--- config.mk ---
export PLATFORM = sky130hd
export DESIGN_NAME = mem_access_ctrl
export DESIGN_NICKNAME = d
export VERILOG_FILES = /design/src/rtl/mem_access_ctrl_pkg.sv /design/src/rtl/mem_access_ctrl_load_formatter.sv /design/src/rtl/mem_access_ctrl.sv
export SDC_FILE = /design/constraint.sdc
export NUM_CORES = 1
export LEC_CHECK = 0
export CAP_MARGIN = 20
export CORE_ASPECT_RATIO = 0.75
export CORE_UTILIZATION = 40
export CTS_CLUSTER_SIZE = 28
export DETAILED_ROUTE_END_ITERATION = 7
export PLACE_DENSITY = 0.79
export RECOVER_POWER = 100
export SYNTH_ARGS = -nofsm -noshare
export SYNTH_HDL_FRONTEND = slang
export SYNTH_SLANG_ARGS = --single-unit
--- constraint.sdc ---
create_clock -name Clk -period 4.3 [get_ports Clk]
set_input_delay 0.86 -clock Clk [delete_from_list [all_inputs] [get_ports Clk]]
set_output_delay 0.86 -clock Clk [all_outputs]
set_load 0.005 [all_outputs]
--- src/rtl/mem_access_ctrl_pkg.sv ---
// Shared definitions for the memory access sequencer: RAM size codes,
// FSM state encoding and the request legality rule.
package mem_access_ctrl_pkg;

    localparam logic [1:0] SIZE_BYTE = 2'b00;
    localparam logic [1:0] SIZE_HALF = 2'b01;
    localparam logic [1:0] SIZE_BAD  = 2'b10;
    localparam logic [1:0] SIZE_WORD = 2'b11;

    typedef enum logic [1:0] {
        ST_IDLE   = 2'b00,
        ST_SETUP  = 2'b01,
        ST_ACCESS = 2'b10,
        ST_DONE   = 2'b11
    } state_t;

    // A request is rejected before touching the RAM if its size code is
    // reserved or its address is not naturally aligned for that size.
    function automatic logic is_illegal(input logic [8:0] addr, input logic [1:0] size);
        return (size == SIZE_BAD)
            || (size == SIZE_WORD && addr[1:0] != 2'b00)
            || (size == SIZE_HALF && addr[0]);
    endfunction

endpackage

--- src/rtl/mem_access_ctrl_load_formatter.sv ---
// Combinational load formatter: selects the valid bytes of a RAM read and
// zero- or sign-extends them to 32 bits.
module mem_access_ctrl_load_formatter
    import mem_access_ctrl_pkg::*;
(
    input  logic [31:0] raw,
    input  logic [1:0]  size,
    input  logic        sign_ext,
    output logic [31:0] data
);

    // Upper bytes of a byte/halfword read are stale, so they are always replaced.
    always_comb begin
        data = {{24{sign_ext & raw[7]}}, raw[7:0]};
        case (size)
            SIZE_WORD: data = raw;
            SIZE_HALF: data = {{16{sign_ext & raw[15]}}, raw[15:0]};
            default:   data = {{24{sign_ext & raw[7]}}, raw[7:0]};
        endcase
    end

endmodule

--- src/rtl/mem_access_ctrl.sv ---
// Sequencer between CPU load/store requests and the 512x8 byte RAM: runs the
// level-sensitive RAM handshake, checks alignment and returns one response per request.
module mem_access_ctrl
    import mem_access_ctrl_pkg::*;
#(
    parameter int TIMEOUT_CYCLES = 15,
    parameter int TO_W           = 4
) (
    input  logic        Clk,
    input  logic        Reset,
    input  logic        reqValid,
    output logic        reqReady,
    input  logic        reqWrite,
    input  logic [8:0]  reqAddr,
    input  logic [31:0] reqWData,
    input  logic [1:0]  reqSize,
    input  logic        reqSigned,
    output logic        respValid,
    input  logic        respReady,
    output logic [31:0] respRData,
    output logic        respError,
    output logic        memFuncActive,
    output logic        readWrite,
    output logic [8:0]  address,
    output logic [31:0] dataIn,
    output logic [1:0]  dataSize,
    input  logic [31:0] dataOut,
    input  logic        memFuncComplete
);

    state_t          state;
    logic [TO_W-1:0] count;
    logic            req_signed;
    logic [31:0]     load_data;

    mem_access_ctrl_load_formatter u_fmt (
        .raw      (dataOut),
        .size     (dataSize),
        .sign_ext (req_signed),
        .data     (load_data)
    );

    // NOTE: every register here is written with <= so all of them sample the
    // same pre-edge values; a blocking write would leak into later statements.
    always_ff @(posedge Clk) begin
        if (!Reset) begin
            state         <= ST_IDLE;
            count         <= '0;
            req_signed    <= 1'b0;
            reqReady      <= 1'b0;
            respValid     <= 1'b0;
            respRData     <= '0;
            respError     <= 1'b0;
            memFuncActive <= 1'b0;
            readWrite     <= 1'b0;
            address       <= '0;
            dataIn        <= '0;
            dataSize      <= '0;
        end else begin
            case (state)
                ST_IDLE: begin
                    if (reqValid && reqReady) begin
                        reqReady <= 1'b0;
                        if (is_illegal(reqAddr, reqSize)) begin
                            respValid <= 1'b1;
                            respError <= 1'b1;
                            respRData <= '0;
                            state     <= ST_DONE;
                        end else begin
                            // The RAM bus changes only here, a full cycle ahead of the strobe.
                            readWrite  <= reqWrite;
                            address    <= reqAddr;
                            dataIn     <= reqWData;
                            dataSize   <= reqSize;
                            req_signed <= reqSigned;
                            state      <= ST_SETUP;
                        end
                    end else begin
                        reqReady <= 1'b1;
                    end
                end

                ST_SETUP: begin
                    memFuncActive <= 1'b1;
                    count         <= '0;
                    state         <= ST_ACCESS;
                end

                ST_ACCESS: begin
                    if (memFuncComplete) begin
                        memFuncActive <= 1'b0;
                        respValid     <= 1'b1;
                        respError     <= 1'b0;
                        respRData     <= readWrite ? 32'h0 : load_data;
                        state         <= ST_DONE;
                    end else if (count == TO_W'(TIMEOUT_CYCLES - 1)) begin
                        memFuncActive <= 1'b0;
                        respValid     <= 1'b1;
                        respError     <= 1'b1;
                        respRData     <= '0;
                        state         <= ST_DONE;
                    end else begin
                        count <= count + TO_W'(1);
                    end
                end

                ST_DONE: begin
                    if (respReady) begin
                        respValid <= 1'b0;
                        respError <= 1'b0;
                        respRData <= '0;
                        reqReady  <= 1'b1;
                        state     <= ST_IDLE;
                    end
                end

                default: state <= ST_IDLE;
            endcase
        end
    end

endmodule

==> results by group <==
Place
  • Dpl ws: 1.239 ns
  • DP Area: 5401 µm²
  • Count of buffers from port buffering: 161
  • Gpl congestion: 0.7271
  • Detailed Place HPWL: 6769 µm

STA
  • Fmax: 321.6 MHz
  • Worst Max-Slew Pin Slew: 1.166 ns
  • Final slew viol count: 0
  • Setup ws final: 1.191 ns
  • Max-slew headroom: 22.25%
  • # setup viols final: 0
  • Fin crit share: 72.30%
  • Final Critical Period: 3.109 ns
  • Final Hold Viols: 0
  • Final setup TNS: 0 ns
  • Clock Skew: 0.01069 ns
  • RSZ-0062 raised after global routing: false

CTS
  • Max clock buf depth: 2
  • Root buf cell: clkbuf_16
  • CTS HTree Levels: 3
  • Reg clk slew, reported paths: 0.06 ns
  • Post-CTS Resized: 0
  • Number of buffers created by CTS: 9
  • Clock latency on the worst-skew pair: 0.33 ns
  • CTS tree: yes
  • Setup Buffers After CTS: 0
  • CTS sink count: 87
  • Hold Buf Count CTS: 0

Layout
  • Finished Cell Area: 5648 µm²
  • ANT cells: 0
  • Final net count: 639
  • FILL cells: 777
  • Layout area overhead: 49.42%
  • Share of layout cells above drive strength 1: 3.950%

Synthesis
  • Register bit count reported by yosys: 87
  • Mean Syn Cell Area: 9.379 µm²
  • Async set or reset register ratio after synthesis: 0%
  • Net Count, Synth: 490
  • YS warnings: 0
  • EDFF count, synth: 0
  • Mapped cell area: 3780 µm²
  • Synth cell types: 35
  • Synth Instances: 403
  • Seq/Total Area, Yosys: 46.08%
  • Synth Flop Type: dfxtp_1

Drt
  • Routed wire per std cell: 13.59 µm
  • Total Wirelength: 9309 µm
  • Drt pass-1 iters: 4
  • Post-route ant nets: 0
  • DR iter-0 viols: 142
  • Via count: 3266
  • DRC viols: 0
  • Via-to-Cell Ratio: 4.768

Critical path
  • Req. time, crit path: 4.54 ns
  • CP bufs+invs: 1
  • Worst setup SP type: input port
  • Reg2reg start: state[0]$_SDFFE_PN0P_
  • Delay-heaviest family, CP: compound AO/OA/AOI/OAI gates
  • Slowest-stage cell, CP: a221oi_1
  • Critical path endpoint category: flip-flop
  • CP peak stage delay: 0.67 ns
  • Worst EP arrival: 3.35 ns
  • Critical path peak fanout: 33
  • Critical Path Start: memFuncComplete
  • Crit Path Class: input port to flip-flop
  • Crit-path cells: dlygate4sd3_1, a31oi_1, a221oi_1, nand3_4, mux2i_1

GRT
  • GR Overflow Total: 0
  • Global-route wire length before repair: 15040 µm
  • Tot GR Track Use: 19.17%
  • Largest net degree at the start of global routing: 62
  • Vias in the first global route: 3196
  • Initial antenna violation count: 0

Floorplanning
  • Initial Util: 41.44%
  • Core ar.: 9121 µm²
  • Die height: 86.19 µm
  • Rows: 30
  • I/O pin count: 162
  • Die width: 114.2 µm
  • Die ar.: 9846 µm²

Power and ir drop
  • Power Total: 2.401 mW
  • Max VDD drop: 0.2111 mV
  • PwrDens: 425.0 nW/µm²
  • Leakage power: 2.344 nW

Min path
  • Hold_sp: respRData[6]$_SDFFE_PN0P_
  • Min-Delay Path Class: flip-flop to flip-flop

Outcome
  • Status: finished clean

Flow run
  • Max cap viols: 0
layout make-up:
cell class                      count  area [µm²]  share of cell area (%)
Multi-Input combinational cell    280        1784                   31.59
Sequential cell                    87        1742                   30.84
Timing Repair Buffer              166        1640                   29.04
Clock buffer                       11       232.7                   4.121
Tap cell                          128       160.2                   2.836
Clock inverter                      5       58.81                   1.041
Inverter                            8       30.03                  0.5317
cell families (layout without fill, tap and decap cells):
family | count (synthesis) | in the layout | share of synthesized area, %
muxes | 80 | 80 | 21.22
AOI/OAI and AO/OA | 19 | 19 | 4.237
and+or+nand+nor | 174 | 174 | 20.26
adders and majority gates | 5 | 5 | 1.655
xor gates and xnor gates | 2 | 2 | 0.4635
DFF | 87 | 87 | 46.08
buffers and inverters | 36 | 190 | 6.091
per-stage QoR:
stage / instances / hold slack (ns) / util, %
after floorplan: 403 / 0.4544 / -
after global placement: 669 / 0.4451 / 59.22
after detailed placement: 669 / 0.4506 / 59.22
after CTS: 685 / 0.4591 / 62.41
after global routing: 685 / 0.4790 / 61.92
final: 685 / 0.4514 / 61.92
layer usage:
| layer | up-vias | wire, µm | GRT usage [%] |
|---|---|---|---|
| met2 | 83 | 4424 | 31.96 |
| li1 | 1657 | - | - |
| met3 | 6 | 442 | 4.965 |
| met1 | 1520 | 4341 | 24.41 |
| met4 | 0 | 99 | 6.021 |
| met5 | - | 0 | 0 |
layout by cell type (no fill, tap or decap):
cell / netlist / final
a211oi_1: 1 / 1
a21oi_1: 3 / 3
a221o_1: 2 / 2
a221oi_1: 1 / 2
a311oi_1: 1 / 1
a31oi_1: 1 / 2
and2_0: 0 / 1
and3_1: 1 / 1
buf_2: 3 / 1
buf_4: 1 / 4
bufinv_16: 0 / 1
clkbuf_1: 17 / 3
clkbuf_16: 0 / 9
clkdlybuf4s50_1: 0 / 78
clkinv_1: 1 / 1
clkinv_2: 0 / 1
clkinv_4: 0 / 1
clkinvlp_4: 0 / 2
dfxtp_1: 87 / 87
dlygate4sd3_1: 0 / 82
ha_1: 5 / 5
inv_1: 7 / 7
mux2_2: 1 / 1
mux2i_1: 79 / 79
nand2_1: 61 / 61
nand2b_1: 9 / 9
nand3_1: 41 / 41
nand3_2: 1 / 1
nand3_4: 1 / 1
nand3b_1: 2 / 2
nor2_1: 54 / 54
nor2b_1: 2 / 2
nor3_1: 1 / 1
o211ai_1: 3 / 3
o21a_1: 2 / 2
o21ai_0: 1 / 1
o22ai_1: 2 / 2
xor2_1: 2 / 2
cells in the mapped netlist, types with 2 or more instances:
| cell type | instances | area [µm²] |
|---|---|---|
| o22ai_1 | 2 | 12.51 |
| nand2b_1 | 9 | 56.30 |
| nand2_1 | 61 | 229.0 |
| a21oi_1 | 3 | 15.01 |
| nor2b_1 | 2 | 12.51 |
| inv_1 | 7 | 26.28 |
| nor2_1 | 54 | 202.7 |
| buf_12 | 4 | 80.08 |
| xor2_1 | 2 | 17.52 |
| o211ai_1 | 3 | 22.52 |
| nand3b_1 | 2 | 15.01 |
| nand3_1 | 41 | 205.2 |
| o21a_1 | 2 | 15.01 |
| mux2i_1 | 79 | 790.8 |
| buf_2 | 3 | 15.01 |
| clkbuf_1 | 17 | 63.81 |
| buf_6 | 3 | 33.78 |
| dfxtp_1 | 87 | 1742 |
| a221o_1 | 2 | 20.02 |
| ha_1 | 5 | 62.56 |
path summary, 6_finish.rpt:
path                          endpoint  slack [ns]  cells after the start
max          respRData[4]$_SDFFE_PN0P_        1.19                      5
min          respRData[6]$_SDFFE_PN0P_        0.45                      2
max reg2reg    dataIn[22]$_SDFFE_PN0P_        1.61                      7
min reg2reg  respRData[6]$_SDFFE_PN0P_        0.45                      2
registers in the layout, summed over array words and instances (netlist names), 2 cells and up:
name	count
respRData	32
count	4
state	2
dataSize	2
address	9
dataIn	32
worst reg2reg max path: stages, from the launching register on:
cell and delay, ns:
dfxtp_1 0.31, inv_1 0.10, ha_1 0.31, nand3_2 0.15
a221oi_1 0.65, buf_4 0.67, mux2i_1 0.32, nor2_1 0.06
where the power goes:
group          internal (mW)  switching [mW]  leakage, nW
logic                  0.369           0.377         1.50
registers              0.868          0.0361        0.704
clock network          0.450           0.300        0.136
No activity file was read; power rests on OpenSTA's default activity.
